`src/rtl/mem_arb_pkg.sv`:
```
// Shared types for the two-port memory arbiter.
// Holds the FSM state encoding and the port index constants.
package mem_arb_pkg;

    typedef enum logic [1:0] {
        IDLE  = 2'd0,
        BEAT0 = 2'd1,
        BEAT1 = 2'd2,
        DONE  = 2'd3
    } arb_state_t;

    localparam logic PORT_I = 1'b0;
    localparam logic PORT_D = 1'b1;

endpackage

```
`src/rtl/rr_pick2.sv`:
```
// Two-input round-robin pick: a lone requester wins, a tie goes to the port not granted last.
// Latency: combinational.
// Backpressure: none; the caller decides when to act on the pick.
module rr_pick2
    import mem_arb_pkg::*;
(
    input  logic [1:0] valid,
    input  logic       last_grant,
    output logic       grant,
    output logic       any
);

    always_comb begin
        any   = |valid;
        grant = PORT_I;
        if (valid[0] && valid[1]) begin
            grant = ~last_grant;
        end else if (valid[1]) begin
            grant = PORT_D;
        end
    end

endmodule

```
`src/rtl/mem_arbiter.sv`:
```
// Arbitrates an instruction-refill port and a data port onto one single-beat memory bus.
// Latency: read done 3 cycles after the granting edge's cycle, write done 2, plus any mem_ready stall.
// Backpressure: mem_ready=0 freezes the FSM and all mem_* outputs indefinitely.
module mem_arbiter
    import mem_arb_pkg::*;
#(
    parameter int WIDTH  = 32,
    parameter int ADDR_W = 32
) (
    input  logic                clk,
    input  logic                rst,

    input  logic                req0_valid,
    input  logic                req0_we,
    input  logic [ADDR_W-1:0]   req0_addr,
    input  logic [WIDTH-1:0]    req0_wdata,
    output logic                req0_done,
    output logic [2*WIDTH-1:0]  req0_rdata,

    input  logic                req1_valid,
    input  logic                req1_we,
    input  logic [ADDR_W-1:0]   req1_addr,
    input  logic [WIDTH-1:0]    req1_wdata,
    output logic                req1_done,
    output logic [2*WIDTH-1:0]  req1_rdata,

    output logic                mem_en,
    output logic                mem_we,
    output logic [ADDR_W-1:0]   mem_addr,
    output logic [WIDTH-1:0]    mem_wdata,
    input  logic [WIDTH-1:0]    mem_rdata,
    input  logic                mem_ready,

    output logic                busy
);

    arb_state_t         state, state_nxt;
    logic               last_grant;
    logic               gnt;
    logic               lat_we;
    logic [ADDR_W-1:0]  lat_addr;
    logic [WIDTH-1:0]   lat_wdata;
    logic [WIDTH-1:0]   word_lo, word_hi;

    logic               pick;
    logic               any_vld;
    logic               beat_ok;
    logic [ADDR_W-1:0]  line_base;

    rr_pick2 u_pick (
        .valid      ({req1_valid, req0_valid}),
        .last_grant (last_grant),
        .grant      (pick),
        .any        (any_vld)
    );

    assign beat_ok   = mem_en && mem_ready;
    assign line_base = {lat_addr[ADDR_W-1:3], 3'b000};

    always_ff @(posedge clk) begin
        if (!rst) begin
            state      <= IDLE;
            last_grant <= PORT_D;
            gnt        <= PORT_I;
            lat_we     <= 1'b0;
            lat_addr   <= '0;
            lat_wdata  <= '0;
            word_lo    <= '0;
            word_hi    <= '0;
        end else begin
            state <= state_nxt;
            if (state == IDLE && any_vld) begin
                gnt        <= pick;
                last_grant <= pick;
                lat_we     <= pick ? req1_we    : req0_we;
                lat_addr   <= pick ? req1_addr  : req0_addr;
                lat_wdata  <= pick ? req1_wdata : req0_wdata;
                // Writes return zero line data, so stale words must not survive a new grant.
                word_lo    <= '0;
                word_hi    <= '0;
            end
            if (state == BEAT0 && beat_ok && !lat_we) begin
                word_lo <= mem_rdata;
            end
            if (state == BEAT1 && beat_ok) begin
                word_hi <= mem_rdata;
            end
        end
    end

    always_comb begin
        state_nxt  = state;
        mem_en     = 1'b0;
        mem_we     = 1'b0;
        mem_addr   = '0;
        mem_wdata  = '0;
        req0_done  = 1'b0;
        req1_done  = 1'b0;
        req0_rdata = '0;
        req1_rdata = '0;
        busy       = (state != IDLE);

        case (state)
            IDLE: begin
                if (any_vld) state_nxt = BEAT0;
            end
            BEAT0: begin
                mem_en = 1'b1;
                if (lat_we) begin
                    mem_we    = 1'b1;
                    mem_addr  = lat_addr;
                    mem_wdata = lat_wdata;
                    if (mem_ready) state_nxt = DONE;
                end else begin
                    mem_addr = line_base;
                    if (mem_ready) state_nxt = BEAT1;
                end
            end
            BEAT1: begin
                mem_en   = 1'b1;
                mem_addr = {lat_addr[ADDR_W-1:3], 3'b100};
                if (mem_ready) state_nxt = DONE;
            end
            DONE: begin
                state_nxt = IDLE;
                if (gnt == PORT_I) begin
                    req0_done  = 1'b1;
                    req0_rdata = {word_hi, word_lo};
                end else begin
                    req1_done  = 1'b1;
                    req1_rdata = {word_hi, word_lo};
                end
            end
            default: state_nxt = IDLE;
        endcase
    end

endmodule

```
`config.mk`:
```
export PLATFORM = sky130hd
export DESIGN_NAME = mem_arbiter
export DESIGN_NICKNAME = d
export VERILOG_FILES = /design/src/rtl/mem_arb_pkg.sv /design/src/rtl/rr_pick2.sv /design/src/rtl/mem_arbiter.sv
export SDC_FILE = /design/constraint.sdc
export NUM_CORES = 1
export LEC_CHECK = 0
export ABC_AREA = 1
export CORE_AREA = 2 2 143 145
export DETAILED_ROUTE_END_ITERATION = 12
export DIE_AREA = 0 0 145 147
export DONT_BUFFER_PORTS = 1
export SLEW_MARGIN = 20
export SYNTH_ARGS = -nofsm -noshare
export SYNTH_HDL_FRONTEND = slang
export SYNTH_HIERARCHICAL = 1
export SYNTH_SLANG_ARGS = --single-unit
```
`constraint.sdc`:
```
create_clock -name clk -period 1.94 [get_ports clk]
set_input_delay 0.388 -clock clk [delete_from_list [all_inputs] [get_ports clk]]
set_output_delay 0.388 -clock clk [all_outputs]
set_load 0.01 [all_outputs]
```
==> results.toml <==
[logic_synthesis]
yosys-top-cells-area = "dfxtp_1, nor2_1, nand2_1, nand3_1, inv_1"
synth.distinct_cells = 21
syn_area_sq_mm = 0.007248
yosysTopAreaCell = "dfxtp_1"
ys_ff_latch = 133
synth_top_area_share_pct = 36.73
yosysMostFrequentCell = "nor2_1"
async_flop_share_pct = 0
synth_xor_xnor_area_share_pct = 0
synth.net_count = 1292
ys_dominant_reg_cell = "dfxtp_1"
ys_warn_count = 6
postSynthAreaPerCell_sq_um = 6.477
ys_top_cells_by_count = "nor2_1, nand2_1, inv_1"
synth_edf_count = 0
synthSimpleGateAreaFrac_pct = 33.94
synth_top_family_by_area = "simple AND/OR/NAND/NOR gates"
synth-compound-area-share_pct = 12.60
ys_seq_area_share_pct = 36.73
synthCells = 1119
synth_mux_area_share_pct = 0
synthAdderAreaFrac_pct = 1.036

[timing]
setup_viol = 112
timing.final.crit_share_pct = 105.3
rsz0062_at_grt = "true"
slew_violations = 0
clock.fmax_mhz = 489.3
slew_headroom_pct = 57.41
hold_viol_final = 0
tightest_slew_ps = 638.8
fin_ws_ps = -103.7
period_needed_ps = 2044
finalClockSkew_ps = 15.81

[global_route]
grt_pass1_wl_mm = 35.76
antenna_found_initial = 0
first_global_vias = 6767
grt-ovfl-total = 0
grt_max_degree = 69
grt.total_usage_pct = 21.00

[floorplan]
coreArea_sq_mm = 0.01984
die_h_um = 147
die_x_um = 145
pin_count = 364
start_util_pct = 36.53
placementRows = 52
dieArea_sq_mm = 0.02132

[placement]
gp_congestion = 0.8221
dp_slack_ps = 94.52
dp_hpwl_mm = 15.58
port-buffer-count = 0

[worst_setup_path]
rrSetupSlack_ps = 140
path_cells = "ha_4 -> inv_1 -> nor2_4 -> inv_6 -> clkbuf_16 -> nor2_1 -> buf_4"
crit_slowest_cell = "dfxtp_4"
r2r_end = "word_hi[10]"
criticalPathCategory = "reg2out"
worst_setup_path_start_kind = "flop"
startpoint = "state[0]"
required_ps = 1550
r2r_cells = 6
worstPathArrival_ps = 1660
crit_path_end_kind = "output port"
worst-path-stages = 7
critical-path-max-stage-delay_ps = 390
reg2reg_from = "state[1]"
critPathBufInv = 4
crit_family = "buffers and inverters"
crit_path_end = "req0_rdata[5]"
cp_max_fo = 16

[clock_network]
htree_num_levels = 4
clock_path_buffers = 2
numCtsBuffers = 17
ctsHoldBuffers = 0
cts_sinks = 133
clkLatencyLatePin_ps = 420
cts_root_buf = "clkbuf_16"
cts_tree = "done"
clkTransAtPathRegs_ps = 60

[status]
outcome = "finished with violations"
violations = "negative setup slack"

[flow_run]
cap_viol_max_count = 0

[routing]
num_vias = 7424
via_per_inst = 5.181
ant_nets = 0
routedWlPerCell_um = 17.14
drc = 0
drt_wl_total_mm = 24.57
drtIter0Drc = 414
dr.pass1.iters = 5

[final_layout]
syn2layout_area_growth_pct = 30.07
drive_gt1_share_pct = 25.45
n_antenna_cell = 0
finalNetCount = 1324
nFillCells = 1982

[pwr]
power.total_w = 0.009390
p_per_area_mw_per_mm2 = 995.9
power.leakage_nw = 3.660
ir_drop_uv = 520.7

[worst_hold_path]
hp-class = "in2reg"
report_power, final:
group | internal (W) | total, W | switching [W] | leakage, nW
Combinational | 0.00110 | 0.00292 | 0.00182 | 2.30
Clock | 0.00180 | 0.00315 | 0.00135 | 0.268
Sequential | 0.00309 | 0.00333 | 0.000232 | 1.09
state kept, by name (all words and copies together) (netlist names):
name        count
lat_addr       32
lat_wdata      32
word_hi        32
word_lo        32
state           2
gnt             1
last_grant      1
lat_we          1
placed cells by master, fill, tap and decap left out, drive strengths merged, types with 6 or more instances in the layout:
cell type | synthesis | routed
nor2 | 199 | 199
nand4 | 32 | 32
o211ai | 65 | 65
a21oi | 68 | 68
clkbuf | 25 | 21
buf | 68 | 102
nand3 | 131 | 131
ha | 6 | 6
nand2 | 212 | 212
dfxtp | 133 | 133
inv | 176 | 184
routing by layer:
layer	share of wire, %	vias up	wire [um]	track usage, %
li1	-	3584	-	-
met1	42	3460	10360	26.58
met2	50	351	12170	36.21
met3	6.4	29	1576	4.565
met4	1.8	0	454	5.842
met5	0	-	0	0
kinds of logic (layout without fill, tap and decap cells):
group | count (synthesis) | count (layout)
simple gates | 575 | 575
buf+inv | 270 | 314
compound gates | 135 | 135
flops | 133 | 133
fa+ha+maj | 6 | 6
final cells by class:
class / instances / area, sq um / area share (%)
multi-input combinational: 716 / 4014 / 42.57
tap: 270 / 337.8 / 3.583
sequential: 133 / 2670 / 28.32
inverter: 177 / 678.2 / 7.193
clock inverter: 14 / 143.9 / 1.526
timing repair buffer: 106 / 1159 / 12.29
clock buffer: 17 / 425.4 / 4.512
worst register-to-register path, stage by stage, from the launching register on:
cell     delay, ps
dfxtp_4        390
inv_4           60
ha_4           360
buf_2          180
buf_4          350
nand4_1        200
a21oi_1        180
stage by stage:
step	area (sq um)	hold slack [ps]	cells	util, %	setup TNS, ps
after floorplan	7248	442.5	1119	-	0
after global placement	7946	465.4	1382	40.04	0
after detailed placement	7946	470.7	1382	40.04	0
after CTS	8924	57.83	1425	44.97	-11260
after global routing	9428	53.12	1433	47.51	-14100
final	9428	77.69	1433	47.51	-4955
worst min-delay path by stage:
stage	start	slack, ps	end	depth (start not counted)
6_report	rst	80	last_grant	1
5_1_grt	rst	50	last_grant	1
4_1_cts	rst	60	last_grant	1
3_5_place_dp	word_hi[30]	470	word_hi[30]	2
3_3_place_gp	word_hi[11]	470	word_hi[11]	2
2_1_floorplan	last_grant	440	last_grant	2
what timing repair did:
item / CTS / global route
hold endpoints to repair: 0 / 0
cloned: 5 / 6
setup endpoints to repair: 193 / 138
gates resized for setup: 63 / 115
pin swaps: 15 / 18
setup buffers: 7 / 4
No activity file was read; power rests on OpenSTA's default activity.
